==> src/rtl/if_fetch.sv <==
// rtl/if_fetch.sv - instruction fetch unit: PC, one-read-per-cycle issue, decode FIFO, redirect and HALT.
// Optional FETCH_PERF_EN adds saturating delivered-instruction and stall counters.
module if_fetch #(
  parameter logic [15:0] RESET_PC    = 16'h0000,
  parameter int          BUF_DEPTH   = 2,
  parameter logic [3:0]  HALT_OPCODE = 4'hF
) (
  input  logic        clk,
  input  logic        rst,
  output logic [15:0] im_addr,
  output logic        im_rd_en,
  input  logic [15:0] im_instr,
  input  logic        redirect,
  input  logic [15:0] redirect_pc,
  output logic        dec_valid,
  input  logic        dec_ready,
  output logic [15:0] dec_instr,
  output logic [15:0] dec_pc,
  output logic        halted
`ifdef FETCH_PERF_EN
  ,
  output logic [15:0] perf_instr_cnt,
  output logic [15:0] perf_stall_cnt
`endif
);

  localparam int PW = (BUF_DEPTH > 1) ? $clog2(BUF_DEPTH) : 1;
  localparam int CW = PW + 1;
  localparam logic [CW-1:0] DEPTH_C = CW'(BUF_DEPTH);

  typedef enum logic [1:0] {
    S_IDLE,
    S_RUN,
    S_HALTED
  } state_t;

  state_t        state_q, state_d;
  logic [15:0]   pc_q, pc_d;
  logic [CW-1:0] count_q, count_d;
  logic [PW-1:0] wr_ptr_q, wr_ptr_d;
  logic [PW-1:0] rd_ptr_q, rd_ptr_d;
  logic [15:0]   buf_instr_q [BUF_DEPTH];
  logic [15:0]   buf_instr_d [BUF_DEPTH];
  logic [15:0]   buf_pc_q    [BUF_DEPTH];
  logic [15:0]   buf_pc_d    [BUF_DEPTH];
  logic [15:0]   last_instr_q, last_instr_d;
  logic [15:0]   last_pc_q, last_pc_d;

  logic pop;
  logic push;

  assign dec_valid = (count_q != '0);
  assign pop       = dec_valid && dec_ready;
  assign im_rd_en  = (state_q == S_RUN) && !redirect && ((count_q < DEPTH_C) || pop);
  assign push      = im_rd_en;
  assign im_addr   = pc_q;
  assign halted    = (state_q == S_HALTED);

  // When empty, the outputs keep showing the last word that left the FIFO.
  assign dec_instr = dec_valid ? buf_instr_q[rd_ptr_q] : last_instr_q;
  assign dec_pc    = dec_valid ? buf_pc_q[rd_ptr_q]    : last_pc_q;

  always_comb begin
    state_d      = state_q;
    pc_d         = pc_q;
    count_d      = count_q;
    wr_ptr_d     = wr_ptr_q;
    rd_ptr_d     = rd_ptr_q;
    buf_instr_d  = buf_instr_q;
    buf_pc_d     = buf_pc_q;
    last_instr_d = last_instr_q;
    last_pc_d    = last_pc_q;

    if (redirect) begin
      // Flush wins over any pop, capture or HALT in the same cycle.
      state_d  = S_RUN;
      pc_d     = redirect_pc;
      count_d  = '0;
      wr_ptr_d = '0;
      rd_ptr_d = '0;
    end else begin
      case (state_q)
        S_IDLE:   state_d = S_RUN;
        S_RUN:    if (push && (im_instr[15:12] == HALT_OPCODE)) state_d = S_HALTED;
        S_HALTED: state_d = S_HALTED;
        default:  state_d = S_IDLE;
      endcase

      if (push) begin
        buf_instr_d[wr_ptr_q] = im_instr;
        buf_pc_d[wr_ptr_q]    = pc_q;
        wr_ptr_d              = wr_ptr_q + 1'b1;
        pc_d                  = pc_q + 16'd1;
      end

      if (pop) begin
        last_instr_d = buf_instr_q[rd_ptr_q];
        last_pc_d    = buf_pc_q[rd_ptr_q];
        rd_ptr_d     = rd_ptr_q + 1'b1;
      end

      case ({push, pop})
        2'b10:   count_d = count_q + 1'b1;
        2'b01:   count_d = count_q - 1'b1;
        default: count_d = count_q;
      endcase
    end
  end

  always_ff @(posedge clk or posedge rst) begin
    if (rst) begin
      state_q      <= S_IDLE;
      pc_q         <= RESET_PC;
      count_q      <= '0;
      wr_ptr_q     <= '0;
      rd_ptr_q     <= '0;
      last_instr_q <= '0;
      last_pc_q    <= '0;
      for (int i = 0; i < BUF_DEPTH; i++) begin
        buf_instr_q[i] <= '0;
        buf_pc_q[i]    <= '0;
      end
    end else begin
      state_q      <= state_d;
      pc_q         <= pc_d;
      count_q      <= count_d;
      wr_ptr_q     <= wr_ptr_d;
      rd_ptr_q     <= rd_ptr_d;
      last_instr_q <= last_instr_d;
      last_pc_q    <= last_pc_d;
      buf_instr_q  <= buf_instr_d;
      buf_pc_q     <= buf_pc_d;
    end
  end

`ifdef FETCH_PERF_EN
  logic [15:0] perf_instr_q, perf_instr_d;
  logic [15:0] perf_stall_q, perf_stall_d;

  always_comb begin
    perf_instr_d = perf_instr_q;
    perf_stall_d = perf_stall_q;
    if (pop && (perf_instr_q != 16'hFFFF)) perf_instr_d = perf_instr_q + 16'd1;
    if ((state_q == S_RUN) && !im_rd_en && !redirect && (perf_stall_q != 16'hFFFF))
      perf_stall_d = perf_stall_q + 16'd1;
  end

  always_ff @(posedge clk or posedge rst) begin
    if (rst) begin
      perf_instr_q <= '0;
      perf_stall_q <= '0;
    end else begin
      perf_instr_q <= perf_instr_d;
      perf_stall_q <= perf_stall_d;
    end
  end

  assign perf_instr_cnt = perf_instr_q;
  assign perf_stall_cnt = perf_stall_q;
`endif

endmodule

==> config.mk <==
export PLATFORM = sky130hd
export DESIGN_NAME = if_fetch
export DESIGN_NICKNAME = d
export VERILOG_FILES = /design/src/rtl/if_fetch.sv
export SDC_FILE = /design/constraint.sdc
export NUM_CORES = 1
export LEC_CHECK = 0
export BUFFER_PORTS_ARGS = -buffer_cell sky130_fd_sc_hd__buf_2
export CORE_ASPECT_RATIO = 2
export CORE_MARGIN = 4
export CORE_UTILIZATION = 51
export CTS_CLUSTER_DIAMETER = 150
export DETAILED_ROUTE_END_ITERATION = 10
export GPL_TIMING_DRIVEN = 0
export HOLD_SLACK_MARGIN = 0.15
export PLACE_DENSITY = 0.87
export SETUP_SLACK_MARGIN = 0.15
export SLEW_MARGIN = 20
export SYNTH_ARGS = -nofsm -noshare
export SYNTH_HDL_FRONTEND = slang
export SYNTH_SLANG_ARGS = --single-unit
==> constraint.sdc <==
create_clock -name clk -period 3.8 [get_ports clk]
set_input_delay 0.76 -clock clk [delete_from_list [all_inputs] [get_ports clk]]
set_output_delay 0.76 -clock clk [all_outputs]
set_load 0.05 [all_outputs]
==> impl_metrics.yaml, run 1 <==
logic_synthesis:
  synth-async-reset-ratio_pct: 100
  ys_seq_area_share_pct: 54.0
  synth_top_area_cell: "dfrtp_1"
  synth-simple-area-share_pct: 10.7
  yosys.area_share.xor_xnor_pct: 0.481
  synth_top_family_by_area: "multiplexers"
  ys_warn_count: 0
  synth_ff_type: "dfrtp_1"
  synth_mux_area_share_pct: 19.0
  synth-compound-area-share_pct: 11.0
  syn_area_mm2: 0.00547
  netlist.area_leader.share_pct: 54.0
  synthTopCellsByArea: "dfrtp_1 54%, mux2_2 11%, mux2i_1 5.9%"
  syn_avg_cell_area_um2: 11.2
  synthAdderAreaFrac_pct: 0.915
  syn_inst: 489
  ys_seq_elements: 118
  yosys.cell_types.count: 47
  synth_edf_count: 0
  synth_fp_nets: 529
finish:
  drive_gt1_share_pct: 32.8
  stdcell_count: 746
  seqCellArea_mm2: 0.00295
  design_area_mm2: 0.00681
  syn2layout_area_growth_pct: 24.5
  n_antenna_cell: 0
  multi_input_area_mm2: 0.00231
  nFillCells: 816
  fin_util_pct: 65.0
  num-nets-final: 636
die:
  num_rows: 53
  die_w_um: 81.2
  start_util_pct: 52.2
  ioPinCount: 87
  fp.dieH_um: 154
  core-area_mm2: 0.0105
  die-area_mm2: 0.0125
power_and_ir_drop:
  p_int_mw: 4.10
  leakagePower_nw: 3.10
  peakVddDrop_v: 0.000540
  switching_share_pct: 44.1
  power_density_mw_per_mm2: 1080
  clkPwrFrac_pct: 24.9
  seqPwrFrac_pct: 29.3
  power_frac_comb_pct: 45.9
  netSwitchingPower_mw: 3.23
clock_network:
  cts_tree: "done"
  cts-root-buf: "clkbuf_16"
  clkLatencyLatePin_ns: 0.41
  cts_buffers: 17
  holdBufCountCts: 0
  clockBufferDepth: 2
  clk_pin_slew_ns: 0.05
  h-tree-depth: 4
  postCtsSetupBuffers: 0
  cts_resized: 0
  clock-sinks: 118
job:
  maxCapViolCount: 0
timing:
  rsz0062_at_grt: "no"
  setup_ws_ns: 0.653
  worst_pin_slew_ns: 0.770
  fin_crit_sh_pct: 82.8
  max_freq_mhz: 318
  slew_viol_final: 0
  setup_violations: 0
  setup_tns_ns: 0
  hold_viol: 0
  period_needed_ns: 3.15
  slew_headroom_pct: 48.7
  skew_ns: 0.00545
drt:
  antenna_left: 0
  drt-wirelength-per-cell_um: 19.4
  dr.pass1.iters: 5
  wirelength_um: 14500
  drc: 0
  drt_iter0_markers: 261
  vias: 4367
  via_per_inst: 5.85
critical_path:
  crit_type: "flop to output pin"
  worstPathRequired_ns: 3.04
  path_common_cell: "buf_2"
  startpoint: "rd_ptr_q"
  crit_chain: "buf_2, buf_1, mux2i_1, a21oi_1, buf_2"
  crit_path_max_fanout: 10
  reg2reg_depth: 7
  cpPeakStageDelay_ns: 0.61
  critPathLaunchType: "flop"
  r2r-start: "state_q[1]"
  crit_path_end_kind: "output pin"
  critPathArrivalTime_ns: 2.39
  slowest_stage: "buf_1"
grt:
  grt_pass1_wl_um: 23500
  antenna_found_initial: 0
  overflow: 0
  grt_pass1_vias: 4803
  grt_use_total_pct: 24.8
  grt_max_degree: 36
min_path:
  hold_path.class: "input port to async pin"
placement:
  hpwl_um: 10200
  io_buffers: 85
  gp_congestion: 0.865
  dpl_cell_area_mm2: 0.00614
  post-place-ws_ns: 1.14
  placed_cells: 714
outcome:
  status: "finished, final reports clean"
## state kept, by name, summed over array words and instances (netlist names)
name,cells
buf_instr_q,32
buf_pc_q,32
count_q,2
im_addr,16
last_instr_q,16
last_pc_q,16
rd_ptr_q,1
state_q,2
wr_ptr_q,1
## cells in the final DEF, fill, tap and decap left out, types with 2 or more instances in the layout
cell type	instances
dfrtp_1	118
buf_2	95
mux2_2	53
nand2_1	51
nor2_1	40
o21ai_0	37
a21oi_1	34
mux2i_1	32
clkbuf_16	17
clkbuf_1	13
mux2_1	11
inv_1	7
a31oi_1	7
o311ai_0	7
o211ai_1	6
bufinv_16	6
nand4_1	5
buf_1	5
nand3_1	5
buf_6	4
a221o_1	4
ha_1	4
buf_4	3
xor2_1	3
clkbuf_8	3
clkinv_2	3
nand2_2	2
nor2b_1	2
nand2b_1	2
and3_1	2
a41oi_1	2
o31ai_1	2
o21ai_1	2
buf_12	2
## kinds of logic after synthesis
group | after synthesis
AOI/OAI and AO/OA | 103
muxes | 96
and+or+nand+nor | 124
buffers and inverters | 41
adders and majority gates | 4
DFF | 118
xor gates and xnor gates | 3
## synth_stat cells (5+ instances only)
library cell and number:
a21oi_1 34, o211ai_1 6, mux2_1 11, clkbuf_1 10
buf_2 10, nand4_1 5, a31oi_1 7, o311ai_0 7
inv_1 8, nand3_1 5, mux2_2 53, dfrtp_1 118
o21ai_0 37, nor2_1 40, mux2i_1 32, buf_1 5
nand2_1 51
## metrics by stage
| step | total power [mW] | hold WS, ns |
|---|---|---|
| 4_1_cts | 7.34 | 0.452 |
| 3_5_place_dp | 5.45 | 0.473 |
| 3_3_place_gp | 5.28 | 0.463 |
| 2_1_floorplan | 4.61 | 0.451 |
| 5_1_grt | 7.68 | 0.483 |
| 6_report | 7.33 | 0.443 |
## power groups by stage
stage	sequential, mW	combinational (mW)	clock (mW)
floorplan	2.13	2.48	0
global placement	2.08	3.20	0
detailed placement	2.14	3.31	0
CTS	2.14	3.37	1.83
global route	2.20	3.58	1.90
finish	2.14	3.36	1.82
## routing by layer
metal  wire length (µm)  share of wire [%]  GRT usage [%]  vias up
li1                   -                  -              -     1950
met1               4990                 34           25.2     2178
met2               8020                 55           43.4      177
met3                689                4.8           6.76       62
met4                771                5.3           15.4        0
met5                  0                  0              0        -
## worst max-delay path: cells and delay by family, from the launching register on
family,cells,cell delay [ns]
buffers and inverters,3,1.14
AO/OA/AOI/OAI,1,0.31
multiplexers,1,0.21
flip-flops,1,0.33
## final timing paths
kind | end | slack [ns]
setup / recovery | dec_pc[9] | 0.65
hold / removal | buf_pc_q[16] | 0.44
setup reg to reg | buf_pc_q[30] | 1.55
hold reg to reg | buf_pc_q[15] | 0.49
max in group asynchronous | buf_instr_q[18] | 2.31
min in group clk | buf_pc_q[15] | 0.49
## cell type report
class / count / share of cell area, %
buffer: 32 / 2.55
clock buffer: 23 / 7.02
clock inverter: 9 / 2.87
inverter: 9 / 0.551
multi-input combinational: 330 / 33.9
sequential: 118 / 43.4
tap: 137 / 2.52
timing repair buffer: 88 / 7.24
(Power assumes the default switching activity.)
==> inputs of run 2 (changes only) <==
--- a/config.mk
+++ b/config.mk
@@ -5,15 +5,16 @@
 export SDC_FILE = /design/constraint.sdc
 export NUM_CORES = 1
 export LEC_CHECK = 0
+export ABC_AREA = 1
 export BUFFER_PORTS_ARGS = -buffer_cell sky130_fd_sc_hd__buf_2
 export CORE_ASPECT_RATIO = 2
 export CORE_MARGIN = 4
-export CORE_UTILIZATION = 51
+export CORE_UTILIZATION = 55
 export CTS_CLUSTER_DIAMETER = 150
 export DETAILED_ROUTE_END_ITERATION = 10
 export GPL_TIMING_DRIVEN = 0
 export HOLD_SLACK_MARGIN = 0.15
-export PLACE_DENSITY = 0.87
+export PLACE_DENSITY = 0.88
 export SETUP_SLACK_MARGIN = 0.15
 export SLEW_MARGIN = 20
 export SYNTH_ARGS = -nofsm -noshare
==> constraint.sdc (replaced) <==
create_clock -name clk -period 3.1 [get_ports clk]
set_input_delay 0.62 -clock clk [delete_from_list [all_inputs] [get_ports clk]]
set_output_delay 0.62 -clock clk [all_outputs]
set_load 0.05 [all_outputs]
==> run 2 against run 1 <==
Critical path depth grew 1. Area after synthesis grew 6.3%. Setup slack worse by 0.42 ns. Count of clock-buffer cells in the layout shrank 3. Routed wire length grew 7.2%. Core utilization increased by 4.7 points. First-iteration DRC count up 78%. Register-to-register slack lost 0.18 ns. Flip-flop and latch count unchanged. Combinational power increased by 27%.
==> impl_metrics.yaml, run 2 <==
logic_synthesis:
  synth_ff_type: "dfrtp_1"
  synth-async-reset-ratio_pct: 100
  syn_inst: 747
  ys_seq_elements: 118
  ys_seq_area_share_pct: 50.8
  synthMostInstantiatedCell: "nand2_1"
  synth_fp_nets: 787
  syn_avg_cell_area_um2: 7.78
  netlist.area_leader.share_pct: 50.8
  synth_common_cells: "289 x nand2_1, 118 x dfrtp_1, 108 x o21ai_0, 84 x inv_1, 25 x nand3_1"
  synth_top_area_cell: "dfrtp_1"
  synth_edf_count: 0
  synthTopCellsByArea: "dfrtp_1 51%, nand2_1 19%, o21ai_0 9.3%"
  syn_area_mm2: 0.00581
  yosys.cell_types.count: 30
  ys_warn_count: 0
critical_path:
  slowest_stage: "dfrtp_1"
  rrSetupSlack_ns: 1.37
  crit_path_end_kind: "output pin"
  crit_chain: "nor2_1, inv_1, buf_2, clkbuf_1, o21ai_0, clkbuf_4"
  critPathArrivalTime_ns: 2.25
  critPathLaunchType: "flop"
  crit_type: "flop to output pin"
  crit_path_max_fanout: 10
  r2r-start: "state_q[1]"
  reg2reg_depth: 9
  r2r-end: "buf_pc_q[5]"
  worstPathRequired_ns: 2.48
  cpPeakStageDelay_ns: 0.40
job:
  maxCapViolCount: 0
clock_network:
  cts_buffers: 17
  cts-root-buf: "clkbuf_16"
  holdBufCountCts: 0
  cts_tree: "done"
  clockBufferDepth: 2
  clkLatencyLatePin_ns: 0.42
  h-tree-depth: 4
  cts_resized: 0
  clock-sinks: 118
  postCtsSetupBuffers: 0
  clk_pin_slew_ns: 0.05
grt:
  grt_pass1_vias: 5427
  antenna_found_initial: 0
  overflow: 0
  grt_pass1_wl_um: 25500
  grt_use_total_pct: 27.1
  grt_max_degree: 36
placement:
  gp_congestion: 0.888
  post-place-ws_ns: 0.657
  io_buffers: 85
  dpl_cell_area_mm2: 0.00647
  hpwl_um: 11000
min_path:
  hold_path.class: "input port to async pin"
timing:
  hold_viol: 0
  worst_pin_slew_ns: 0.602
  rsz0062_at_grt: "yes"
  setup_ws_ns: 0.234
  slew_viol_final: 0
  max_freq_mhz: 349
  skew_ns: 0.00962
  setup_violations: 0
  period_needed_ns: 2.87
  setup_tns_ns: 0
  fin_crit_sh_pct: 92.4
  slew_headroom_pct: 59.8
drt:
  drc: 0
  wirelength_um: 15500
  dr.pass1.iters: 5
  vias: 5401
  antenna_left: 0
  via_per_inst: 5.39
  drt_iter0_markers: 465
  drt-wirelength-per-cell_um: 15.5
die:
  start_util_pct: 56.9
  fp.dieH_um: 153
  core-area_mm2: 0.0102
  ioPinCount: 87
  num_rows: 52
  die-area_mm2: 0.0124
  die_w_um: 80.7
outcome:
  status: "finished, final reports clean"
finish:
  nFillCells: 814
  num-nets-final: 894
  n_antenna_cell: 0
  multi_input_area_mm2: 0.00231
  design_area_mm2: 0.00712
  largestRegisters: "buf_instr_q (32), buf_pc_q (32)"
  final_cell_mix: "289 x nand2_1, 118 x dfrtp_1, 105 x o21ai_0"
  syn2layout_area_growth_pct: 22.5
  drive_gt1_share_pct: 20.9
  seqCellArea_mm2: 0.00295
  fin_util_pct: 69.7
  final_common_cell: "nand2_1"
power_and_ir_drop:
  leakagePower_nw: 3.72
  peakVddDrop_v: 0.000745
  power_density_mw_per_mm2: 1260
  finalPower_mw: 8.95
==> run 2: cell types whose count changed after synthesis, sizes merged, moves of 7 or more <==
cell / delta
o311ai: -7
o21ai: +107
inv: +76
nand2: +239
a31oi: -7
nand3: +19
a21oi: -32
mux2: -64
nor2: -21
mux2i: -32
==> run 2: routing by layer <==
metal  share of wire, %  vias up  global-route usage (%)
li1                   -     2563                       -
met1                 36     2561                    28.4
met2                 54      203                    48.1
met3                4.6       74                    5.54
met4                5.6        0                    16.0
met5                  0        -                       0
==> run 2: final cells by class <==
cell class                 count  area share, %
buffer                        37           3.08
multi-input combinational    505           32.4
inverter                      87           4.71
clock inverter                12           2.46
tap                          135           2.37
sequential                   118           41.5
timing repair buffer          88           6.92
clock buffer                  20           6.55
==> run 2: worst max path at each step <==
stage,from,end
floorplan,count_q[1],dec_pc[10]
global placement,rst,im_addr[10]
detailed placement,count_q[0],dec_pc[9]
CTS,count_q[0],dec_pc[9]
global route,count_q[1],dec_pc[10]
finish,count_q[0],dec_pc[11]
==> run 2: cell families (layout without fill, tap and decap cells) <==
family	count (synthesis)	after routing	synth area share [%]
AOI/OAI and AO/OA	156	156	15.2
xor gates and xnor gates	1	1	0.151
adders and majority gates	4	4	0.861
buffers and inverters	124	244	9.45
DFF	118	118	50.8
and+or+nand+nor	344	344	23.6
==> run 2: worst max-delay path: cells and delay by family (launching register included) <==
kind	cells	cell delay (ns)
AO/OA/AOI/OAI	1	0.34
buffers and inverters	4	0.88
AND/OR/NAND/NOR	1	0.20
flip-flops	1	0.40
==> run 2: through the flow <==
step                      instances  hold slack, ns
after floorplan                 747           0.453
after CTS                      1002           0.271
after detailed placement        970           0.468
after global routing           1002           0.303
after global placement          967           0.464
final                          1002           0.267
==> run 2: power breakdown <==
| part | switching [mW] | internal [mW] |
|---|---|---|
| clock network | 0.716 | 1.40 |
| registers | 0.372 | 2.20 |
| logic | 3.19 | 1.07 |
